[src/rtl/weapon_attack_ctrl.sv]
// Attack sequencer: turns mouse clicks into melee swings or archer shots with frame-tick
// timed swing/cooldown phases, round-robin slot allocation and merged damage events.
module weapon_attack_ctrl #(
  parameter int unsigned PROJECTILE_COUNT       = 4,
  parameter int unsigned SLOT_W                 = 2,
  parameter int unsigned MELEE_SWING_FRAMES     = 12,
  parameter int unsigned MELEE_COOLDOWN_FRAMES  = 8,
  parameter int unsigned ARCHER_COOLDOWN_FRAMES = 15,
  parameter int unsigned DMG_MELEE              = 3,
  parameter int unsigned DMG_PROJ               = 1
) (
  input  logic                        clk,
  input  logic                        rst,
  input  logic                        frame_tick,
  input  logic                        mouse_clicked,
  input  logic [1:0]                  game_active,
  input  logic [1:0]                  char_class,
  input  logic                        alive,
  input  logic                        boss_alive,
  input  logic [PROJECTILE_COUNT-1:0] slot_busy,
  input  logic                        melee_hit,
  input  logic                        projectile_hit,
  output logic                        swing_start,
  output logic                        swing_active,
  output logic                        fire,
  output logic [SLOT_W-1:0]           fire_slot,
  output logic                        cooldown_active,
  output logic                        dmg_valid,
  output logic [3:0]                  dmg_amount
);

  localparam int unsigned CntMaxA = (MELEE_SWING_FRAMES > MELEE_COOLDOWN_FRAMES) ?
                                    MELEE_SWING_FRAMES : MELEE_COOLDOWN_FRAMES;
  localparam int unsigned CntMax  = (CntMaxA > ARCHER_COOLDOWN_FRAMES) ?
                                    CntMaxA : ARCHER_COOLDOWN_FRAMES;
  localparam int unsigned CntW    = $clog2(CntMax + 1);

  typedef enum logic [1:0] {StIdle, StSwing, StCooldown} state_e;

  state_e            state_q, state_d;
  logic [CntW-1:0]   cnt_q, cnt_d;
  logic              pending_q, pending_d;
  logic              click_q;
  logic [SLOT_W-1:0] rr_ptr_q, rr_ptr_d;
  logic              hit_done_q, hit_done_d;

  logic              swing_start_d, fire_d, dmg_valid_d;
  logic [SLOT_W-1:0] fire_slot_d;
  logic [3:0]        dmg_amount_d;

  logic              enable;
  logic              click_edge;
  logic              slot_found;
  logic [SLOT_W-1:0] slot_idx;
  logic [SLOT_W:0]   probe_sum;
  logic              melee_ok;
  logic [4:0]        dmg_sum;

  assign enable     = (game_active == 2'd1) & alive & ((char_class == 2'd1) | (char_class == 2'd2));
  assign click_edge = mouse_clicked & ~click_q;

  // First free slot after the last one fired, wrapping modulo PROJECTILE_COUNT.
  always_comb begin
    slot_found = 1'b0;
    slot_idx   = '0;
    probe_sum  = '0;
    for (int i = 1; i <= int'(PROJECTILE_COUNT); i++) begin
      probe_sum = {1'b0, rr_ptr_q} + (SLOT_W+1)'(i);
      if (probe_sum >= (SLOT_W+1)'(PROJECTILE_COUNT)) begin
        probe_sum = probe_sum - (SLOT_W+1)'(PROJECTILE_COUNT);
      end
      if (!slot_found && !slot_busy[probe_sum[SLOT_W-1:0]]) begin
        slot_found = 1'b1;
        slot_idx   = probe_sum[SLOT_W-1:0];
      end
    end
  end

  always_comb begin
    state_d       = state_q;
    cnt_d         = cnt_q;
    pending_d     = pending_q;
    rr_ptr_d      = rr_ptr_q;
    hit_done_d    = hit_done_q;
    swing_start_d = 1'b0;
    fire_d        = 1'b0;
    fire_slot_d   = '0;

    if (!enable) begin
      state_d   = StIdle;
      cnt_d     = '0;
      pending_d = 1'b0;
    end else begin
      unique case (state_q)
        StIdle: begin
          if (click_edge || pending_q) begin
            // Serviced or dropped either way; a request never waits in IDLE.
            pending_d = 1'b0;
            if (char_class == 2'd1) begin
              state_d       = StSwing;
              cnt_d         = CntW'(MELEE_SWING_FRAMES);
              swing_start_d = 1'b1;
              hit_done_d    = 1'b0;
            end else if (slot_found) begin
              state_d     = StCooldown;
              cnt_d       = CntW'(ARCHER_COOLDOWN_FRAMES);
              fire_d      = 1'b1;
              fire_slot_d = slot_idx;
              rr_ptr_d    = slot_idx;
            end
          end
        end
        StSwing: begin
          if (click_edge) pending_d = 1'b1;
          if (frame_tick) begin
            if (cnt_q == CntW'(1)) begin
              state_d = StCooldown;
              cnt_d   = CntW'(MELEE_COOLDOWN_FRAMES);
            end else begin
              cnt_d = cnt_q - CntW'(1);
            end
          end
        end
        StCooldown: begin
          if (click_edge) pending_d = 1'b1;
          if (frame_tick) begin
            if (cnt_q == CntW'(1)) begin
              state_d = StIdle;
              cnt_d   = '0;
            end else begin
              cnt_d = cnt_q - CntW'(1);
            end
          end
        end
        default: begin
          state_d = StIdle;
          cnt_d   = '0;
        end
      endcase
    end
  end

  // Only the first melee overlap of each swing scores.
  always_comb begin
    melee_ok = melee_hit & (state_q == StSwing) & ~hit_done_q;
    dmg_sum  = (melee_ok ? 5'(DMG_MELEE) : 5'd0) + (projectile_hit ? 5'(DMG_PROJ) : 5'd0);
    dmg_valid_d  = (melee_ok | projectile_hit) & boss_alive & enable;
    dmg_amount_d = '0;
    if (dmg_valid_d) dmg_amount_d = (dmg_sum > 5'd15) ? 4'hF : dmg_sum[3:0];
  end

  always_ff @(posedge clk or posedge rst) begin
    if (rst) begin
      state_q         <= StIdle;
      cnt_q           <= '0;
      pending_q       <= 1'b0;
      click_q         <= 1'b0;
      rr_ptr_q        <= '0;
      hit_done_q      <= 1'b0;
      swing_start     <= 1'b0;
      swing_active    <= 1'b0;
      fire            <= 1'b0;
      fire_slot       <= '0;
      cooldown_active <= 1'b0;
      dmg_valid       <= 1'b0;
      dmg_amount      <= '0;
    end else begin
      state_q         <= state_d;
      cnt_q           <= cnt_d;
      pending_q       <= pending_d;
      click_q         <= mouse_clicked;
      rr_ptr_q        <= rr_ptr_d;
      hit_done_q      <= hit_done_d | melee_ok;
      swing_start     <= swing_start_d;
      swing_active    <= (state_d == StSwing);
      fire            <= fire_d;
      fire_slot       <= fire_slot_d;
      cooldown_active <= (state_d == StCooldown);
      dmg_valid       <= dmg_valid_d;
      dmg_amount      <= dmg_amount_d;
    end
  end

endmodule

[config.mk]
export PLATFORM = sky130hd
export DESIGN_NAME = weapon_attack_ctrl
export DESIGN_NICKNAME = d
export VERILOG_FILES = /design/src/rtl/weapon_attack_ctrl.sv
export SDC_FILE = /design/constraint.sdc
export NUM_CORES = 1
export LEC_CHECK = 0
export CAP_MARGIN = 20
export CORE_ASPECT_RATIO = 0.7
export CORE_MARGIN = 1.5
export CORE_UTILIZATION = 50
export CTS_CLUSTER_DIAMETER = 40
export DETAILED_ROUTE_END_ITERATION = 10
export HOLD_SLACK_MARGIN = 0.06
export PLACE_DENSITY = 0.79
export SKIP_LAST_GASP = 1
export SLEW_MARGIN = 20
export SYNTH_ARGS = -nofsm -noshare
export SYNTH_HDL_FRONTEND = slang
export SYNTH_SLANG_ARGS = --single-unit
[constraint.sdc]
create_clock -name clk -period 2 [get_ports clk]
set_clock_uncertainty 0.15 [all_clocks]
set_input_delay 0.4 -clock clk [delete_from_list [all_inputs] [get_ports clk]]
set_output_delay 0.4 -clock clk [all_outputs]
set_load 0.005 [all_outputs]
==> run metrics <==
Final Core Density 73.6%; RSZ-0062 raised after global routing true; grt total ovfl 0; CP max FO 5; cell count along the critical path 6; Std-Cell Core Area 0.00244 mm2; Netlist cell types 43; worst reg2reg endpoint cnt_q[0]; Via-to-Cell Ratio 5.62; Ant. Diodes 0; TritonCTS clock tree yes; RR Startpoint state_q[0]; Rows 15; Mapped Avg Cell Area 9.67 um2; dpl cell area approximately 0.0017 mm2; number of global-route vias before repair 1141; worst r2r path cells 6; Worst-Skew Late Latency 0.31 ns; global-route wire length before repair about 5200 um; hold_buf cts 0; wire length per cell around 15 um; CP top delay family simple AND/OR/NAND/NOR gates; GPL Wtd Cong 0.819; share of cells above drive strength 1 20.7%; final hold vios 0; kind of critical path register to register; Post-Syn Area 0.00128 mm2; Async SR Flop Fraction 100%; Req. time, crit path 2.09 ns; worst path cell trace inv_1, ha_1, nand2b_2, o22ai_1, or4_1, a21oi_1; Synth area leaders dfrtp_1 41%, ha_1 9.8%, inv_1 4.4%; R2R Setup Slk 0.03 ns; placed cell count 210; Worst setup SP type register; Die X 63.4 um; YS warnings 0; leakage 0.826 nW; root buffer cell clkbuf_4; achievable frequency 0.508 GHz; largest area contributor in the netlist dfrtp_1; cts bufs inserted 3; DP HPWL 2300 um; power per standard cell area 478 mW/mm2; DRT iter0 DRCs 86; DRC violations left 0; IO buf count 25; Hold WC Path Type primary input to asynchronous set/reset pin; Setup Slack @ Placement -0.401 ns; total of max-cap violations 0; Post-Layout Inst Area 0.00180 mm2; number of clock sinks 21; die area approximately 0.0029 mm2; die height 45.3 um; detailed-route via count between 1000 and 1500; DR pass1 iterations 4; Overall Power 859 uW; min Tclk post-route between 1.5 and 2 ns; outcome completed; VDD IR max 455 uV; GRT Total Usage a little under a quarter; count leader, synth dfrtp_1; initial antenna violation count 0; top cells by count, synth 21 x dfrtp_1, 15 x inv_1, 10 x ha_1; Worst Setup EP cnt_q[0]; clock tree buffer depth 2; Main synth FF type dfrtp_1; Slew Limit Fails 0; clk slew on worst S/H paths 0.12 ns; Syn Inst Count 132; ANT nets after route 0; Initial Util 52.3%; sequential area share after synthesis 41.2%; PnR worst setup slack ~0.033 ns; crit-path max cell delay 0.49 ns; H-Tree Level Count 1; final wirelength 3280 um; buffers and inverters on the worst path 1; period utilization 98.3%; # setup viols final 0; EDFF count, synth 0; largest net degree at the start of global routing 22; post-synth top area share 41.2%; Critical Path AT 2.06 ns; I/O pin total 27; Slowest-stage cell, CP or4_1; Layout area overhead 40.8%; Non-Filler Instances 218; critical path endpoint category register; crit path from state_q[0]; post-synthesis register bit count 21; final net count 211; Synth Net Count 158
-- repair_timing --
| item | in CTS | in global routing |
|---|---|---|
| endpoints found under the setup margin | 8 | 14 |
| resized for setup | 2 | 4 |
| pin swaps | 3 | 0 |
| buffers inserted | 2 | 2 |
-- worst min path at each step --
stage                          to  slack (ns)
finish              dmg_amount[0]        0.25
global route          swing_start        0.29
CTS                   swing_start        0.27
detailed placement     hit_done_q        0.35
global placement       hit_done_q        0.33
floorplan                 click_q        0.23
-- power breakdown --
part | internal (mW) | total, mW | switching, mW
clock | 0.0779 | 0.211 | 0.133
sequential | 0.442 | 0.466 | 0.0245
combinational | 0.0892 | 0.181 | 0.0922
-- worst reg2reg max path, stage by stage (launching register included) --
cell and delay, ns:
dfrtp_1 0.40, inv_1 0.10, ha_1 0.28, nand2b_2 0.18, o22ai_1 0.16, or4_1 0.49, a21oi_1 0.15
-- cell usage in the layout, fill, tap and decap left out, types with 2 or more instances in the layout --
master	synthesis	layout
a21oi_1	7	7
and2_1	4	4
buf_4	1	23
clkbuf_4	0	3
clkdlybuf4s50_1	0	23
dfrtp_1	21	21
dlygate4sd2_1	0	2
ha_1	10	9
inv_1	15	15
nand2_1	9	9
nand2b_1	3	3
nand4bb_1	2	2
nor2_1	8	8
nor2b_1	3	3
nor3b_1	3	2
nor4_1	2	2
o211ai_1	4	4
o21ai_0	9	9
o22ai_1	2	2
or4_1	2	2
-- sequential cells by signal, summed over array words and instances (netlist names) --
| signal | count |
|---|---|
| rr_ptr_q | 2 |
| pending_q | 1 |
| swing_start | 1 |
| swing_active | 1 |
| fire | 1 |
| click_q | 1 |
| dmg_valid | 1 |
| dmg_amount | 3 |
| hit_done_q | 1 |
| fire_slot | 2 |
| cnt_q | 4 |
| cooldown_active | 1 |
| state_q | 2 |
-- metrics by stage --
step                setup TNS, ns  hold slack [ns]
finish                          0            0.255
global route               -0.243            0.293
CTS                             0            0.269
detailed placement          -5.84            0.354
global placement            -5.38            0.333
floorplan                       0            0.227
-- layer usage --
layer	up-vias	GRT usage [%]	part of all wire, %
met5	-	0	0
met4	0	4.78	1.0
met3	6	6.48	7.3
met2	58	39.8	46
met1	586	32.2	45
li1	575	-	-
-- logic make-up after synthesis --
kind of cell / Yosys count / synth area share [%]
AO/OA/AOI/OAI: 35 / 19.9
adder cells (fa/ha/maj): 10 / 9.80
buffers and inverters: 16 / 5.00
flip-flops: 21 / 41.2
multiplexers: 1 / 0.784
other: 1 / 0.294
AND/OR/NAND/NOR: 48 / 23.0
-- final cells by class --
class | count | area, um2
clock buffers | 4 | 26.3
multi-input cells | 95 | 706
fillers | 187 | 643
repair buffers | 49 | 440
well taps | 34 | 42.5
flip-flops and latches | 21 | 526
inverters | 15 | 56.3
No activity file was read; power rests on OpenSTA's default activity.
